===== config.mk =====
export PLATFORM = sky130hd
export DESIGN_NAME = rx_crc_flat
export DESIGN_NICKNAME = d
export VERILOG_FILES = /design/src/rtl/cppf_link_pkg.sv /design/src/rtl/rx_crc_if.sv /design/src/rtl/crc_ol.sv /design/src/rtl/rx_crc.sv /design/src/flat_wrapper.sv
export SDC_FILE = /design/constraint.sdc
export NUM_CORES = 1
export LEC_CHECK = 0
export CORE_MARGIN = 1
export CORE_UTILIZATION = 50
export DETAILED_ROUTE_END_ITERATION = 10
export GPL_TIMING_DRIVEN = 0
export PLACE_DENSITY = 0.78
export SLEW_MARGIN = 10
export SYNTH_ARGS = -nofsm -noshare
export SYNTH_HDL_FRONTEND = slang
export SYNTH_SLANG_ARGS = --single-unit

===== constraint.sdc =====
create_clock -name clk -period 3.46 [get_ports clk]
set_input_delay 0.346 -clock clk [delete_from_list [all_inputs] [get_ports clk]]
set_output_delay 0.346 -clock clk [all_outputs]
set_load 0.01 [all_outputs]

===== src/rtl/cppf_link_pkg.sv =====
// CPPF link word-level definitions shared by
// the CRC inserter and the receive checker.
package cppf_link_pkg;

  localparam logic [3:0] K_PAD = 4'b1111;
  localparam logic [3:0] K_COMMA = 4'b0001;
  localparam logic [3:0] K_NONE = 4'b0000;

  localparam logic [31:0] CRC_POLY = 32'h04C1_1DB7;

  typedef enum logic [2:0] {
    W_PAD,
    W_DATA,
    W_TRAIL,
    W_RSYNC,
    W_COMMA
  } word_t;

  typedef enum logic [1:0] {
    S_HUNT,
    S_ARMED,
    S_ACTIVE
  } state_t;

  // MSB-first CRC-32 over one word, no reflection
  function automatic logic [31:0] crc32_word(
    input logic [31:0] c,
    input logic [31:0] w
  );
    logic [31:0] r;
    logic fb;
    r = c;
    for (int i = 31; i >= 0; i--) begin
      fb = r[31] ^ w[i];
      r = {r[30:0], 1'b0} ^ ({32{fb}} & CRC_POLY);
    end
    return r;
  endfunction

endpackage


===== src/rtl/rx_crc_if.sv =====
// Receive-side link bus: raw words in,
// delayed words plus CRC status out.
interface rx_crc_if #(
  parameter int CNT_W = 16
);

  logic [31:0] d;
  logic [3:0] k;
  logic cnt_clr;

  logic [31:0] dout;
  logic [3:0] kout;
  logic crc_slot;
  logic crc_ok;
  logic crc_err;
  logic err_sticky;
  logic [CNT_W-1:0] frame_cnt;
  logic [CNT_W-1:0] err_cnt;
  logic locked;

  modport master (
    output d, k, cnt_clr,
    input dout, kout, crc_slot,
    input crc_ok, crc_err, err_sticky,
    input frame_cnt, err_cnt, locked
  );

  modport slave (
    input d, k, cnt_clr,
    output dout, kout, crc_slot,
    output crc_ok, crc_err, err_sticky,
    output frame_cnt, err_cnt, locked
  );

endinterface


===== src/rtl/crc_ol.sv =====
// Word-wide CRC-32 accumulator with
// synchronous clear.
module crc_ol
  import cppf_link_pkg::*;
(
  input  logic        clk,
  input  logic        rst,
  input  logic        crc_en,
  input  logic [31:0] data_in,
  output logic [31:0] crc_out
);

  always_ff @(posedge clk) begin
    if (rst) begin
      crc_out <= '0;
    end else if (crc_en) begin
      crc_out <= crc32_word(crc_out, data_in);
    end
  end

endmodule


===== src/rtl/rx_crc.sv =====
// CPPF receive CRC checker: decodes the K
// sequence, checks trailers, counts frames.
module rx_crc
  import cppf_link_pkg::*;
#(
  parameter int CNT_W = 16
) (
  input logic clk,
  input logic rst,
  rx_crc_if.slave bus
);

  localparam logic [CNT_W-1:0] ONE = CNT_W'(1);
  localparam logic [CNT_W-1:0] SAT = '1;

  word_t cls;
  state_t state;

  logic kr;
  logic krr;
  logic crc_clr;
  logic crc_en;
  logic [31:0] crc_val;
  logic chk;
  logic match;

  logic [31:0] dout_q;
  logic [3:0] kout_q;
  logic slot_q;
  logic ok_q;
  logic err_q;
  logic sticky_q;
  logic [CNT_W-1:0] frame_q;
  logic [CNT_W-1:0] errc_q;

  always_comb begin
    cls = W_COMMA;
    unique case (1'b1)
      (bus.k == K_PAD):
        cls = W_PAD;
      (bus.k == K_NONE && kr && !krr):
        cls = W_TRAIL;
      (bus.k == K_NONE && !(kr && !krr)):
        cls = W_DATA;
      (bus.k == K_COMMA && kr && krr):
        cls = W_RSYNC;
      default:
        cls = W_COMMA;
    endcase
  end

  assign crc_en = (cls == W_DATA);
  assign crc_clr = (cls == W_RSYNC);

  crc_ol u_crc (
    .clk     (clk),
    .rst     (crc_clr),
    .crc_en  (crc_en),
    .data_in (bus.d),
    .crc_out (crc_val)
  );

  // Trailers are only trusted once an RSYNC has set up the engine
  assign chk = (cls == W_TRAIL) && (state != S_HUNT);
  assign match = (bus.d == crc_val);

  always_ff @(posedge clk or posedge rst) begin
    if (rst) begin
      kr <= 1'b0;
      krr <= 1'b0;
      state <= S_HUNT;
    end else if (cls != W_PAD) begin
      kr <= bus.k[0];
      krr <= kr;
      unique case (state)
        S_HUNT: begin
          if (cls == W_RSYNC) state <= S_ARMED;
        end
        S_ARMED: begin
          if (cls == W_DATA) state <= S_ACTIVE;
        end
        S_ACTIVE: begin
          if (cls == W_TRAIL || cls == W_RSYNC)
            state <= S_ARMED;
        end
        default: state <= S_HUNT;
      endcase
    end
  end

  always_ff @(posedge clk or posedge rst) begin
    if (rst) begin
      dout_q <= '0;
      kout_q <= '0;
      slot_q <= 1'b0;
      ok_q <= 1'b0;
      err_q <= 1'b0;
    end else begin
      dout_q <= bus.d;
      kout_q <= bus.k;
      slot_q <= chk;
      ok_q <= chk && match;
      err_q <= chk && !match;
    end
  end

  // Clear beats a same-cycle compare for counters and sticky
  always_ff @(posedge clk or posedge rst) begin
    if (rst) begin
      frame_q <= '0;
      errc_q <= '0;
      sticky_q <= 1'b0;
    end else if (bus.cnt_clr) begin
      frame_q <= '0;
      errc_q <= '0;
      sticky_q <= 1'b0;
    end else if (chk) begin
      if (frame_q != SAT) frame_q <= frame_q + ONE;
      if (!match) begin
        sticky_q <= 1'b1;
        if (errc_q != SAT) errc_q <= errc_q + ONE;
      end
    end
  end

  assign bus.dout = dout_q;
  assign bus.kout = kout_q;
  assign bus.crc_slot = slot_q;
  assign bus.crc_ok = ok_q;
  assign bus.crc_err = err_q;
  assign bus.err_sticky = sticky_q;
  assign bus.frame_cnt = frame_q;
  assign bus.err_cnt = errc_q;
  assign bus.locked = (state != S_HUNT);

endmodule


===== src/flat_wrapper.sv =====
// flat-port wrapper written by rule: the top's interface ports become plain ports
module rx_crc_flat import cppf_link_pkg::*;
#(
  parameter int CNT_W = 16
)
  (clk, rst, bus_d, bus_k, bus_cnt_clr, bus_dout, bus_kout, bus_crc_slot, bus_crc_ok, bus_crc_err, bus_err_sticky, bus_frame_cnt, bus_err_cnt, bus_locked);
  rx_crc_if #(.CNT_W(CNT_W)) bus_i ();
  input logic clk;
  input logic rst;
  input wire logic [$bits(bus_i.d)-1:0] bus_d;
  input wire logic [$bits(bus_i.k)-1:0] bus_k;
  input wire logic [$bits(bus_i.cnt_clr)-1:0] bus_cnt_clr;
  output wire logic [$bits(bus_i.dout)-1:0] bus_dout;
  output wire logic [$bits(bus_i.kout)-1:0] bus_kout;
  output wire logic [$bits(bus_i.crc_slot)-1:0] bus_crc_slot;
  output wire logic [$bits(bus_i.crc_ok)-1:0] bus_crc_ok;
  output wire logic [$bits(bus_i.crc_err)-1:0] bus_crc_err;
  output wire logic [$bits(bus_i.err_sticky)-1:0] bus_err_sticky;
  output wire logic [$bits(bus_i.frame_cnt)-1:0] bus_frame_cnt;
  output wire logic [$bits(bus_i.err_cnt)-1:0] bus_err_cnt;
  output wire logic [$bits(bus_i.locked)-1:0] bus_locked;
  assign bus_i.d = bus_d;
  assign bus_i.k = bus_k;
  assign bus_i.cnt_clr = bus_cnt_clr;
  assign bus_dout = bus_i.dout;
  assign bus_kout = bus_i.kout;
  assign bus_crc_slot = bus_i.crc_slot;
  assign bus_crc_ok = bus_i.crc_ok;
  assign bus_crc_err = bus_i.crc_err;
  assign bus_err_sticky = bus_i.err_sticky;
  assign bus_frame_cnt = bus_i.frame_cnt;
  assign bus_err_cnt = bus_i.err_cnt;
  assign bus_locked = bus_i.locked;
  rx_crc #(.CNT_W(CNT_W)) u_core (.clk(clk), .rst(rst), .bus(bus_i));
endmodule

==> results of run 1 <==
[per-layer routing]
metal  up-vias  routed length (µm)  global-route usage [%]
li1       2705                   -                       -
met1      3318               10580                   39.64
met2       597               14380                   57.62
met3       265                3679                   7.934
met4         0                2950                   21.46
met5         -                   0                       0
[what timing repair did]
| item | CTS | global route |
|---|---|---|
| endpoints found under the setup margin | 35 | 33 |
| resized for setup | 105 | 89 |
| pin swaps | 75 | 70 |
| setup buffers | 110 | 61 |
[registers in the layout, summed over array words and instances (netlist names)]
name and flops:
u_core.bus.dout 32, u_core.u_crc.crc_out 32, u_core.bus.err_cnt 16, u_core.bus.frame_cnt 16, u_core.bus.kout 4, u_core.state 2
u_core.bus.crc_err 1, u_core.bus.crc_ok 1, u_core.bus.crc_slot 1, u_core.bus.err_sticky 1, u_core.kr 1, u_core.krr 1
[worst max-delay path, delay by kind of cell, from the launching register on]
| kind | cells | cell delay (ns) |
|---|---|---|
| compound gates | 1 | 0.17 |
| xor+xnor | 8 | 2.65 |
| flops | 1 | 0.38 |
| buf+inv | 5 | 0.75 |
[through the flow]
step | utilization (%) | area (µm²)
6_report | 83.10 | 11710
5_1_grt | 83.08 | 11710
4_1_cts | 75.74 | 10680
3_5_place_dp | 62.90 | 8866
3_3_place_gp | 62.68 | 8836
2_1_floorplan | - | 7510
[cell type report]
class | count | area (µm²) | area share, %
antenna | 1 | 2.502 | 0.02136
sequential | 108 | 2561 | 21.87
buffer | 16 | 82.58 | 0.7050
clock inverter | 7 | 56.30 | 0.4807
multi-input combinational | 497 | 5856 | 49.99
clock buffer | 9 | 225.2 | 1.923
tap | 180 | 225.2 | 1.923
timing repair buffer | 281 | 2676 | 22.85
inverter | 7 | 28.78 | 0.2457
[layout by cell type, fill, tap and decap left out, drive strengths merged, types with 12 or more instances in the layout]
| cell type | instances |
|---|---|
| buf | 172 |
| xnor2 | 168 |
| clkdlybuf4s50 | 95 |
| dfrtp | 76 |
| xor2 | 54 |
| xnor3 | 48 |
| nand3 | 42 |
| o21ai | 41 |
| nor2 | 38 |
| dfxtp | 32 |
| clkbuf | 21 |
| nand2 | 20 |
| dlygate4sd2 | 12 |
| a21oi | 12 |
[cells by family after synthesis]
group | after synthesis
simple gates | 150
compound gates | 63
buf+inv | 23
fa+ha+maj | 4
mux | 2
xor+xnor | 278
flops | 108
[how the worst min path moves through the flow]
stage                                          end  cells past startpoint                startpoint
after detailed placement  u_core.u_crc.crc_out[16]                      2  u_core.u_crc.crc_out[16]
after global placement     u_core.u_crc.crc_out[3]                      2   u_core.u_crc.crc_out[3]
after CTS                       u_core.bus.dout[3]                      2                       rst
after floorplan                 u_core.bus.dout[0]                      0                  bus_d[0]
final                          u_core.bus.dout[24]                      1                 bus_d[24]
after global routing           u_core.bus.dout[24]                      1                 bus_d[24]
==> qor.csv, run 1 <==
metric;value;unit
status;finished, violations left;
violations;setup timing;
relSlewSlack;39.15;%
synth-simple-area-share;10.32;%
drive_gt1_share;36.32;%
routabilityCongestion;0.9178;
cts_tree;done;
worst_slack;-0.5826;ns
overflow;0;
cts.clk_slew.worst_paths;0.09;ns
syn_area;7326;µm²
r2r_end;u_core.u_crc.crc_out[11];
synth_fp_nets;671;
path_cells;xnor2_4 > buf_12 > buf_4 > buf_4 > xnor2_1 > xnor3_2 > xnor2_1 > xnor2_1 > xnor3_2 > buf_4 > buf_4 > xnor2_4 > xnor3_1 > o21ai_1;
cts_hold_buf;0;
clockBufferDepth;2;
fin_skew;0.01640;ns
r2r_start;u_core.u_crc.crc_out[31];
tns;-9.833;ns
rsz0062_at_grt;true;
die_x;123.0;µm
period_needed;4.043;ns
drv_slew;0;
synth-xor-area-share;47.91;%
io_pins;112;
cp.arrival;4.34;ns
synth_fa_ha_area_share;0.6832;%
hold_violations;0;
synth.most_common_cell;xnor2_1;
synth.area.mux_share;0.2733;%
synthTopCellsByArea;dfrtp_1 (26%), xnor2_1 (18%), xnor3_1 (13%);
core;14100;µm²
clockRootBuffer;clkbuf_16;
r2r_cells;14;
crit_required;3.75;ns
worst_pin_slew;0.9063;ns
synthCells;628;
yosysTopAreaCell;dfrtp_1;
wirelength;31590;µm
grt_usage;34.29;%
die_h;123.0;µm
slowest_delay;0.53;ns
drt_iter0_drc;761;
floorplan.initialDensity;51.97;%
antenna_found_initial;1;
htree_levels;3;
die_area;15140;µm²
crit_type;reg -> reg;
fillers;644;
areaGrowthSynthToFinish;59.90;%
port_buffers;110;
r2r_slack;-0.58;ns
fmax;0.2474;GHz
fin_crit_sh;116.8;%
synth-main-ff-cell;dfrtp_1;
syn_area_per_cell;11.67;µm²
worst_setup_path_start_kind;flop;
cpMostUsedCell;buf_4;
cp-end-kind;flop;
grt_max_degree;57;
crit_path_start;u_core.u_crc.crc_out[31];
pre_cts_slack;-1.222;ns
ys_seq_elements;108;
via_per_inst;6.225;
post-synth-top-area-fraction;25.96;%
crit_path_max_fanout;4;
grt_pass1_wl;37100;µm
hold_class;in -> reg;
crit_path_end;u_core.u_crc.crc_out[11];
clk_latency;0.37;ns
clock_sinks;108;
synth_compound_area_share;4.680;%
cpMaxStageDelayCell;xnor3_2;
dp.final_hpwl;14430;µm
drc_errors;0;
ant_nets;0;
final_nets;963;
hold-worst-slack;0.2661;ns
setup_violations;30;
firstDrtPassIters;5;
synth_top_family_by_area;XOR/XNOR gates;
synth_warnings;0;
final_cells;1106;
vias;6885;
yosysUniqueCellTypes;44;
synth_common_cells;xnor2_1 (147), dfrtp_1 (76), xor2_1 (51);
num_rows;43;
routedWlPerCell;28.57;µm
cts_made_buffers;9;
synth_edf_count;0;
dp_cells;919;
ys_async_sr_fraction;70.37;%
grt_pass1_vias;6308;
cap_violations;0;
ys_seq_area_share;34.71;%
Power of run 1 is not shown: default switching activity piles up to over one toggle a cycle in this logic, so the estimate is an artifact.
==> run 2: changes to the inputs <==
--- a/config.mk
+++ b/config.mk
@@ -10,6 +10,7 @@
 export DETAILED_ROUTE_END_ITERATION = 10
 export GPL_TIMING_DRIVEN = 0
 export PLACE_DENSITY = 0.78
+export REMOVE_ABC_BUFFERS = 1
 export SLEW_MARGIN = 10
 export SYNTH_ARGS = -nofsm -noshare
 export SYNTH_HDL_FRONTEND = slang
==> run 2 against run 1 <==
Effect of this change:
- clock-buffer cell count is 1 higher
- highest routed layer unchanged
- maximum frequency up 5.0%
- critical path depth shrank 4
- critical endpoint is now u_core.u_crc.crc_out[27]
- worst hold slack worse by 0.047 ns
- final cell count fell by 3.0%
- flip-flop and latch count is the same
- setup slack gained 0.19 ns
- die area is the same
- first-iteration DRC count fell by 28%
- the run still ends with setup timing left
- critical path type unchanged
- final area down 3.3%
==> qor.csv, run 2 (synthesized netlist as in run 1, its figures left out) <==
metric;value;unit;change
cts_tree;done;;
overflow;0;;unchanged
cp-end-kind;flop;;
diodes;0;;-1
port_buffers;111;;+0.91%
drive_gt1_share;34.04;%;-2.3 points
min_path_cells;1;;unchanged
floorplan.initialDensity;51.97;%;unchanged
wirelength;26600;µm;-16%
fmax;0.2597;GHz;+5.0%
holdPathEnd;u_core.bus.dout[15];;
crit_required;3.74;ns;about the same
clockRootBuffer;clkbuf_16;;
grt_usage;30.28;%;-4.0 points
fillers;701;;+8.9%
period_needed;3.851;ns;-0.1917 ns
grt_pass1_vias;5843;;-7.4%
cp.arrival;4.13;ns;-0.21 ns
worst_pin_slew;0.9479;ns;+0.04162 ns
hold_violations;0;;unchanged
drc_errors;0;;unchanged
num_rows;43;;unchanged
rsz0062_at_grt;true;;
die_area;15140;µm²;unchanged
die_x;123.0;µm;unchanged
firstDrtPassIters;7;;+2
grt_max_degree;47;;-18%
final_cell_mix;buf_4 (123), xnor2_1 (99), clkdlybuf4s50_1 (94);;
die_h;123.0;µm;unchanged
path_cells;xnor2_2 > xnor3_1 > xnor3_1 > xnor3_2 > xnor3_2 > xnor2_4 > buf_4 > xnor2_4 > xnor3_1 > o21ai_0;;
worst_setup_path_start_kind;flop;;
clockBufferDepth;2;;unchanged
setup_violations;26;;-13%
dp.final_hpwl;13510;µm;-6.4%
fin_crit_sh;111.3;%;-5.5 points
slowest_delay;0.50;ns;-0.03 ns
cts.clk_slew.worst_paths;0.08;ns;about the same
grt_pass1_wl;33080;µm;-11%
r2r_start;u_core.u_crc.crc_out[10];;
hold_start;bus_d[15];;
vias;6209;;-9.8%
core;14100;µm²;unchanged
status;finished, violations left;;
final_nets;931;;-3.3%
fin_skew;0.01159;ns;-0.004811 ns
crit_type;reg -> reg;;
final_common_cell;buf_4;;
antenna_found_initial;0;;-1
io_pins;112;;unchanged
clock_sinks;108;;unchanged
r2r_slack;-0.39;ns;+0.19 ns
r2r_cells;10;;-4
cpMaxStageDelayCell;xnor3_2;;
worst_slack;-0.3910;ns;+0.1917 ns
cpMostUsedCell;xnor3_1;;
hold-worst-slack;0.2188;ns;-0.04724 ns
drt_iter0_drc;551;;-28%
ant_nets;0;;unchanged
areaGrowthSynthToFinish;54.55;%;
routedWlPerCell;24.79;µm;-13%
via_per_inst;5.787;;-7.0%
cap_violations;0;;unchanged
pre_cts_slack;-1.639;ns;-0.4175 ns
design_area;11320;µm²;-3.3%
r2r_end;u_core.u_crc.crc_out[27];;
violations;setup timing;;
post_dp_cell_area;8658;µm²;-2.3%
cts_hold_buf;0;;unchanged
hold_class;in -> reg;;
crit_path_max_fanout;5;;+1
cts_made_buffers;9;;unchanged
htree_levels;3;;unchanged
clk_latency;0.37;ns;about the same
routabilityCongestion;0.9257;;+0.86%
drv_slew;0;;unchanged
relSlewSlack;36.59;%;-2.6 points
run 2: repair_timing:
action	CTS	global route
resized for setup	116	70
pin swaps	55	54
setup endpoints to repair	36	30
gates cloned	0	0
setup buffers	93	61
run 2: final cells by class:
class / count / area, µm² / area share, %
Timing Repair Buffer: 265 / 2487 / 21.97
Multi-Input combinational cell: 497 / 5732 / 50.62
Tap cell: 180 / 225.2 / 1.989
Inverter: 7 / 28.78 / 0.2542
Clock buffer: 10 / 239.0 / 2.111
Sequential cell: 108 / 2562 / 22.63
Clock inverter: 6 / 47.55 / 0.4199
run 2: worst max-delay path by stage:
stage                                  start                  endpoint  slack [ns]  cells past startpoint
floorplan           u_core.u_crc.crc_out[31]  u_core.u_crc.crc_out[13]       -0.36                      9
global placement                   bus_d[20]  u_core.u_crc.crc_out[13]       -1.66                     10
detailed placement                 bus_d[20]  u_core.u_crc.crc_out[13]       -1.64                     10
CTS                 u_core.u_crc.crc_out[31]  u_core.u_crc.crc_out[13]       -0.01                     10
global route        u_core.u_crc.crc_out[10]  u_core.u_crc.crc_out[27]       -0.40                     10
finish              u_core.u_crc.crc_out[10]  u_core.u_crc.crc_out[27]       -0.39                     10
run 2: metrics by stage:
step	setup TNS, ns	utilization, %	instances
6_report	-5.445	80.32	1073
5_1_grt	-6.350	80.32	1073
4_1_cts	-0.01465	73.82	1013
3_5_place_dp	-40.15	61.42	906
3_3_place_gp	-40.20	60.89	903
2_1_floorplan	-1.831	-	612
run 2: layer usage:
metal  track usage (%)  wire length [µm]  part of all wire [%]
met1             36.02              9778                    37
met2             51.72             12770                    48
met3             6.550              2275                   8.6
met4             15.36              1773                   6.7
met5                 0                 0                     0
run 2: worst max-delay path, delay by kind of cell (launching register included):
family                    cells  cell delay, ns
DFF                           1            0.36
AOI/OAI and AO/OA             1            0.19
xor gates and xnor gates      8            2.99
buffers and inverters         1            0.21
Power of run 2 is left out for the same reason.
